===== config.mk =====
export PLATFORM = sky130hd
export DESIGN_NAME = multicycle_ctrl
export DESIGN_NICKNAME = d
export VERILOG_FILES = /design/src/rtl/mc_ctrl_pkg.sv /design/src/rtl/op_class_decode.sv /design/src/rtl/multicycle_ctrl.sv
export SDC_FILE = /design/constraint.sdc
export NUM_CORES = 1
export LEC_CHECK = 0
export BUFFER_PORTS_ARGS = -buffer_cell sky130_fd_sc_hd__clkbuf_2
export CAP_MARGIN = 20
export CORE_MARGIN = 2
export CORE_UTILIZATION = 47
export CTS_BUF_LIST = sky130_fd_sc_hd__clkbuf_2
export DETAILED_ROUTE_END_ITERATION = 12
export GPL_TIMING_DRIVEN = 1
export MAX_ROUTING_LAYER = met4
export PLACE_DENSITY = 0.81
export SETUP_SLACK_MARGIN = 0.15
export SYNTH_ARGS = -nofsm -noshare
export SYNTH_HDL_FRONTEND = slang
export SYNTH_HIERARCHICAL = 1
export SYNTH_SLANG_ARGS = --single-unit

===== constraint.sdc =====
create_clock -name clk -period 1.49 [get_ports clk]
set_clock_uncertainty 0.05 [all_clocks]
set_input_delay 0.298 -clock clk [delete_from_list [all_inputs] [get_ports clk]]
set_output_delay 0.298 -clock clk [all_outputs]
set_load 0.005 [all_outputs]

===== src/rtl/mc_ctrl_pkg.sv =====
// Shared encodings for the multi-cycle sequencing controller: opcodes, states,
// instruction classes and the ALU / mux select codes it drives.
package mc_ctrl_pkg;

  localparam int unsigned OP_W     = 6;
  localparam int unsigned STATE_W  = 4;
  localparam int unsigned ALU_OP_W = 3;
  localparam int unsigned SRC_B_W  = 2;
  localparam int unsigned PC_SRC_W = 2;

  localparam logic [OP_W-1:0] OP_R_TYPE = 6'h00;
  localparam logic [OP_W-1:0] OP_J      = 6'h02;
  localparam logic [OP_W-1:0] OP_BEQ    = 6'h04;
  localparam logic [OP_W-1:0] OP_ADDI   = 6'h08;
  localparam logic [OP_W-1:0] OP_SLTI   = 6'h0A;
  localparam logic [OP_W-1:0] OP_ANDI   = 6'h0C;
  localparam logic [OP_W-1:0] OP_ORI    = 6'h0D;
  localparam logic [OP_W-1:0] OP_XORI   = 6'h0E;
  localparam logic [OP_W-1:0] OP_LUI    = 6'h0F;
  localparam logic [OP_W-1:0] OP_LW     = 6'h23;
  localparam logic [OP_W-1:0] OP_SW     = 6'h2B;

  typedef enum logic [STATE_W-1:0] {
    S_IDLE     = 4'd0,
    S_FETCH    = 4'd1,
    S_DECODE   = 4'd2,
    S_MEM_ADDR = 4'd3,
    S_MEM_RD   = 4'd4,
    S_MEM_WB   = 4'd5,
    S_MEM_WR   = 4'd6,
    S_R_EXEC   = 4'd7,
    S_R_WB     = 4'd8,
    S_BRANCH   = 4'd9,
    S_JUMP     = 4'd10,
    S_I_EXEC   = 4'd11,
    S_I_WB     = 4'd12,
    S_TRAP     = 4'd13
  } state_t;

  typedef enum logic [2:0] {
    CLS_MEM     = 3'd0,
    CLS_R       = 3'd1,
    CLS_BEQ     = 3'd2,
    CLS_J       = 3'd3,
    CLS_IALU    = 3'd4,
    CLS_ILLEGAL = 3'd5
  } op_class_t;

  localparam logic [ALU_OP_W-1:0] ALU_ADD   = 3'b000;
  localparam logic [ALU_OP_W-1:0] ALU_SLTI  = 3'b001;
  localparam logic [ALU_OP_W-1:0] ALU_RTYPE = 3'b010;
  localparam logic [ALU_OP_W-1:0] ALU_LOGI  = 3'b011;
  localparam logic [ALU_OP_W-1:0] ALU_SUB   = 3'b110;

  localparam logic [SRC_B_W-1:0] SRCB_REG  = 2'b00;
  localparam logic [SRC_B_W-1:0] SRCB_FOUR = 2'b01;
  localparam logic [SRC_B_W-1:0] SRCB_IMM  = 2'b10;
  localparam logic [SRC_B_W-1:0] SRCB_BR   = 2'b11;

  localparam logic [PC_SRC_W-1:0] PCSRC_ALU    = 2'b00;
  localparam logic [PC_SRC_W-1:0] PCSRC_ALUOUT = 2'b01;
  localparam logic [PC_SRC_W-1:0] PCSRC_JUMP   = 2'b10;

endpackage


===== src/rtl/op_class_decode.sv =====
// Maps the instruction-register opcode to an instruction class, a store flag
// for the memory path, and the ALU operation used by I-type ALU instructions.
module op_class_decode
  import mc_ctrl_pkg::*;
(
  input  logic [OP_W-1:0]     opcode,
  output op_class_t           op_class,
  output logic                is_store,
  output logic [ALU_OP_W-1:0] i_alu_op
);

  always_comb begin
    op_class = CLS_ILLEGAL;
    is_store = 1'b0;
    i_alu_op = ALU_ADD;
    case (opcode)
      OP_LW:     op_class = CLS_MEM;
      OP_SW: begin
        op_class = CLS_MEM;
        is_store = 1'b1;
      end
      OP_R_TYPE: op_class = CLS_R;
      OP_BEQ:    op_class = CLS_BEQ;
      OP_J:      op_class = CLS_J;
      OP_ADDI: begin
        op_class = CLS_IALU;
        i_alu_op = ALU_ADD;
      end
      OP_SLTI: begin
        op_class = CLS_IALU;
        i_alu_op = ALU_SLTI;
      end
      OP_ANDI, OP_ORI, OP_XORI, OP_LUI: begin
        op_class = CLS_IALU;
        i_alu_op = ALU_LOGI;
      end
      default: ;
    endcase
  end

endmodule


===== src/rtl/multicycle_ctrl.sv =====
// Multi-cycle sequencing controller: steps each instruction through fetch,
// decode, execute, memory and write-back, driving datapath selects and enables.
module multicycle_ctrl
  import mc_ctrl_pkg::*;
(
  input  logic                clk,
  input  logic                rst_n,
  input  logic [OP_W-1:0]     opcode,
  input  logic                zero,
  input  logic                mem_ready,
  output logic                mem_req,
  output logic                mem_we,
  output logic                i_or_d,
  output logic                ir_write,
  output logic                pc_en,
  output logic [PC_SRC_W-1:0] pc_source,
  output logic                alu_src_a,
  output logic [SRC_B_W-1:0]  alu_src_b,
  output logic [ALU_OP_W-1:0] alu_op,
  output logic                reg_dst,
  output logic                mem_to_reg,
  output logic                reg_write,
  output logic                retire,
  output logic                illegal_op,
  output logic [STATE_W-1:0]  state
);

  state_t              state_q;
  state_t              state_d;
  op_class_t           op_class;
  logic                is_store;
  logic [ALU_OP_W-1:0] i_alu_op;

  op_class_decode u_op_class_decode (
    .opcode   (opcode),
    .op_class (op_class),
    .is_store (is_store),
    .i_alu_op (i_alu_op)
  );

  // Outputs decode straight from the state register so an async reset
  // drops mem_req and every write enable in the same cycle.
  always_ff @(posedge clk or negedge rst_n) begin
    if (!rst_n) state_q <= S_IDLE;
    else        state_q <= state_d;
  end

  assign state = state_q;

  always_comb begin
    state_d    = state_q;
    mem_req    = 1'b0;
    mem_we     = 1'b0;
    i_or_d     = 1'b0;
    ir_write   = 1'b0;
    pc_en      = 1'b0;
    pc_source  = PCSRC_ALU;
    alu_src_a  = 1'b0;
    alu_src_b  = SRCB_REG;
    alu_op     = ALU_ADD;
    reg_dst    = 1'b0;
    mem_to_reg = 1'b0;
    reg_write  = 1'b0;
    retire     = 1'b0;
    illegal_op = 1'b0;

    case (state_q)
      S_IDLE: state_d = S_FETCH;

      // PC+4 is computed alongside the fetch; IR and PC load on completion.
      S_FETCH: begin
        mem_req   = 1'b1;
        alu_src_b = SRCB_FOUR;
        ir_write  = mem_ready;
        pc_en     = mem_ready;
        if (mem_ready) state_d = S_DECODE;
      end

      S_DECODE: begin
        alu_src_b = SRCB_BR;
        case (op_class)
          CLS_MEM:  state_d = S_MEM_ADDR;
          CLS_R:    state_d = S_R_EXEC;
          CLS_BEQ:  state_d = S_BRANCH;
          CLS_J:    state_d = S_JUMP;
          CLS_IALU: state_d = S_I_EXEC;
          default:  state_d = S_TRAP;
        endcase
      end

      S_MEM_ADDR: begin
        alu_src_a = 1'b1;
        alu_src_b = SRCB_IMM;
        state_d   = is_store ? S_MEM_WR : S_MEM_RD;
      end

      S_MEM_RD: begin
        mem_req = 1'b1;
        i_or_d  = 1'b1;
        if (mem_ready) state_d = S_MEM_WB;
      end

      S_MEM_WB: begin
        reg_write  = 1'b1;
        mem_to_reg = 1'b1;
        retire     = 1'b1;
        state_d    = S_FETCH;
      end

      // The store retires only on the cycle memory accepts it.
      S_MEM_WR: begin
        mem_req = 1'b1;
        mem_we  = 1'b1;
        i_or_d  = 1'b1;
        retire  = mem_ready;
        if (mem_ready) state_d = S_FETCH;
      end

      S_R_EXEC: begin
        alu_src_a = 1'b1;
        alu_op    = ALU_RTYPE;
        state_d   = S_R_WB;
      end

      S_R_WB: begin
        reg_write = 1'b1;
        reg_dst   = 1'b1;
        retire    = 1'b1;
        state_d   = S_FETCH;
      end

      S_BRANCH: begin
        alu_src_a = 1'b1;
        alu_op    = ALU_SUB;
        pc_source = PCSRC_ALUOUT;
        pc_en     = zero;
        retire    = 1'b1;
        state_d   = S_FETCH;
      end

      S_JUMP: begin
        pc_source = PCSRC_JUMP;
        pc_en     = 1'b1;
        retire    = 1'b1;
        state_d   = S_FETCH;
      end

      S_I_EXEC: begin
        alu_src_a = 1'b1;
        alu_src_b = SRCB_IMM;
        alu_op    = i_alu_op;
        state_d   = S_I_WB;
      end

      S_I_WB: begin
        reg_write = 1'b1;
        retire    = 1'b1;
        state_d   = S_FETCH;
      end

      S_TRAP: illegal_op = 1'b1;

      default: state_d = S_IDLE;
    endcase
  end

endmodule

==> results of run 1 <==
## cells in the mapped netlist, types with 3 or more instances
| master | count | area (µm²) |
|---|---|---|
| nor3_1 | 3 | 15.0 |
| nor4b_1 | 3 | 26.3 |
| mux2i_1 | 3 | 30.0 |
| a21oi_1 | 7 | 35.0 |
| o21ai_0 | 6 | 30.0 |
| dfrtp_1 | 4 | 100 |
| inv_1 | 4 | 15.0 |
| a21o_1 | 3 | 22.5 |
| nand2_1 | 5 | 18.8 |
| nand2b_1 | 5 | 31.3 |
| buf_4 | 3 | 22.5 |
| nor2b_1 | 3 | 18.8 |
| buf_2 | 5 | 25.0 |
| nor2_1 | 13 | 48.8 |
## repair_timing
item	CTS
gates resized for setup	27
endpoints found under the setup margin	26
setup buffers	13
hold endpoints to repair	4
pin swaps	9
hold buffers	1
## kinds of logic after synthesis
kind of cell | Yosys count
buf+inv | 12
simple gates | 44
compound gates | 27
xor+xnor | 2
flops | 4
mux | 4
other cells | 1
## metrics by stage
stage | utilization | instances | setup WS (ps)
after global placement | 0.723 | 148 | -301
after floorplan | - | 94 | -189
after CTS | 0.891 | 165 | -162
after detailed placement | 0.723 | 148 | -332
==> flow_summary.toml, run 1 <==
[status]
error_line = "[ERROR DPL-0038] Utilization greater than 100%, impossible to legalize"
failing_step = "global routing"
status = "did not finish"

[cts]
cts_inserted_buffers = 3
cts_root_buf = "clkbuf_2"
h-tree-depth = 1
cts.sinks = 4
clock_path_buffers = 2

[placement]
post-dp-hpwl_um = 1560
place_area_um2 = 941
portBuffers = 31
gp_congestion = 0.881

[grt]
grt_max_degree = 10

[synth]
synth-compound-area-share = 0.278
synth_mux_area_frac = 0.0629
yosys_most_used_dff = "dfrtp_1"
synth_fa_ha_area_frac = 0
ys_warn_count = 6
netlist_area_um2 = 657
seq_area_frac_synth = 0.152
synth_edf_count = 0
syn_nets = 104
synth-seq-cells = 4
synthCells = 94
post_synth.cell_area_avg_um2 = 6.99
synth-simple-area-share = 0.379
ys_async_sr_fraction = 1.00
synth_top_family_by_area = "simple AND/OR/NAND/NOR gates"
synth.distinct_cells = 35
synth_xor_area_frac = 0.0267

[floorplan]
die_h_um = 41.4
rows = 13
start_util = 0.505
fp.dieW_um = 41.4
io_pins = 32

[timing]
endpoint_type = "output port"
postGrtWorstEndpoint = "pc_en"
==> inputs of run 2 (changes only) <==
--- a/config.mk
+++ b/config.mk
@@ -7,14 +7,11 @@
 export LEC_CHECK = 0
 export BUFFER_PORTS_ARGS = -buffer_cell sky130_fd_sc_hd__clkbuf_2
 export CAP_MARGIN = 20
-export CORE_MARGIN = 2
-export CORE_UTILIZATION = 47
-export CTS_BUF_LIST = sky130_fd_sc_hd__clkbuf_2
+export CORE_AREA = 2 2 63 65
 export DETAILED_ROUTE_END_ITERATION = 12
+export DIE_AREA = 0 0 65 67
 export GPL_TIMING_DRIVEN = 1
-export MAX_ROUTING_LAYER = met4
-export PLACE_DENSITY = 0.81
-export SETUP_SLACK_MARGIN = 0.15
+export PLACE_DENSITY_LB_ADDON = 0.15
 export SYNTH_ARGS = -nofsm -noshare
 export SYNTH_HDL_FRONTEND = slang
 export SYNTH_HIERARCHICAL = 1
==> flow_summary.toml, run 2 <==
[grt]
grt_pass1_wl_um = 4110
antenna_found_initial = 0
grt_usage = 0.121
grt_pass1_vias = 911
grt_max_degree = 12
grt.overflow.total = 0

[cts]
cts.sinks = 4
clock_path_buffers = 2
cts_tree = "built"
cts_inserted_buffers = 3
cts_root_buf = "clkbuf_8"
h-tree-depth = 1
clk_pin_slew_ps = 30
clk_latency_ps = 220

[status]
violations = "negative setup slack"
status = "complete, but fails checks"

[power]
finalPower_mw = 2.47
powerDensity_nw_per_um2 = 1700
leakagePower_nw = 0.697
vdd_drop_max_mv = 0.455

[route]
ant_nets = 0
drc = 0
wl_per_cell_um = 12.2
drt_pass1_iterations = 4
drt_wl_total_um = 2590
vias_per_cell = 4.40
num_vias = 932
drt_iter0_drc = 12

[synth]
yosys-top-cells-count = "nor2_1, a21oi_1, o21ai_0"
synthCells = 94
synth.most_common_cell = "nor2_1"
synth_edf_count = 0
synth_top_area_cell = "dfrtp_1"
yosys_most_used_dff = "dfrtp_1"
seq_area_frac_synth = 0.152
synth-seq-cells = 4
syn_nets = 104
synthTopCellsByArea = "dfrtp_1, nor2_1, a21oi_1"
post_synth.cell_area_avg_um2 = 6.99
ys_warn_count = 6
netlist_area_um2 = 657
ys_async_sr_fraction = 1.00
synth.distinct_cells = 35
synth_top_cell_area_share = 0.152

[flow_run]
drv_cap = 0

[floorplan]
start_util = 0.182
die_h_um = 67
die_area_um2 = 4360
io_pins = 32
fp.dieW_um = 65
rows = 22
coreArea_um2 = 3610

[critical_path]
cp-start-kind = "flop"
endpoint_kind = "output pin"
cp.arrival_ps = 1290
criticalPathCategory = "reg2out"
crit_required_ps = 1140
cp_max_fo = 5

[layout]
drive_gt1_frac = 0.677
largest_register_ffs = 4
mostFrequentLayoutCells = "buf_4, clkbuf_2, buf_6, buf_2"
antenna_cells = 0
nets = 176
final_common_cell = "buf_4"
syn_to_final_growth_pct = 121

[timing]
drv_slew = 0
period_needed_ps = 1640
final-hold-violation-count = 0
fin_ws_ps = -151
fin_crit_sh = 1.10
finalSetupViolCount = 21
rsz0062_at_grt = "yes"
fmax_ghz = 0.609

[placement]
post-dp-hpwl_um = 1770
gp_congestion = 0.711
place_ws_ps = -346
portBuffers = 31

[min_path]
hold_path_class = "in2async"
## run 2: cell counts after synthesis
No cell type changed its count.
## run 2: worst paths after layout
check                               start        to  slack [ps]  cells past startpoint
worst max-delay path             state[2]  ir_write        -150                      4
worst min register to register   state[1]  state[0]         740                      3
worst min-delay path                rst_n  state[3]         380                      2
max in group asynchronous           rst_n  state[1]         870                      2
min in group clk                mem_ready  state[0]         550                      3
worst max register to register   state[1]  state[2]          20                      6
## run 2: cell type report
cell class | count | area (µm²)
multi-input cells | 78 | 668
fillers | 365 | 2150
repair buffers | 75 | 563
clock buffers | 3 | 41.3
well taps | 48 | 60.1
flip-flops and latches | 4 | 104
inverters | 4 | 17.5
## run 2: where the power goes
group	total, mW	internal, mW	leakage, nW	switching (mW)
sequential	0.245	0.162	0.0465	0.0830
combinational	1.99	1.12	0.628	0.873
clock	0.230	0.172	0.0216	0.0577
total	2.47	1.45	0.697	1.01
## run 2: per-stage QoR
stage / TNS [ps] / area, µm² / hold slack [ps] / instances / util
after floorplan: -414 / 673 / -47.6 / 94 / -
after global placement: -1390 / 1040 / 61.6 / 192 / 0.289
after detailed placement: -1430 / 1040 / 58.2 / 192 / 0.289
after CTS: -1550 / 1330 / 379 / 205 / 0.368
after global routing: -2780 / 1450 / 394 / 212 / 0.403
final: -1580 / 1450 / 378 / 212 / 0.403
## run 2: layer usage
layer / share of wire / vias up / global-route usage
li1: - / 479 / -
met1: 0.44 / 435 / 0.146
met2: 0.52 / 16 / 0.213
met3: 0.035 / 2 / 0.0304
met4: 0.0066 / 0 / 0.0319
met5: 0 / - / 0
## run 2: cell families after synthesis
logic type | count (synthesis) | share of synthesized area
AND/OR/NAND/NOR | 44 | 0.379
AO/OA/AOI/OAI | 27 | 0.278
buffers and inverters | 12 | 0.0952
multiplexers | 4 | 0.0629
flip-flops | 4 | 0.152
XOR/XNOR | 2 | 0.0267
other | 1 | 0.00571
## run 2: worst max-delay path, cell delays in order, from the launching register on
cell and delay, ps:
dfrtp_2 450, buf_12 160, nor3b_4 190, nor2b_4 170, clkbuf_2 110
## run 2: timing repair
action	4_1_cts	5_1_grt
buffers inserted	9	7
hold endpoints to repair	4	0
hold buffers	1	0
pin swaps	13	7
setup endpoints to repair	21	21
gates resized for setup	45	27
Note: power is estimated with default switching activity, not from simulation.
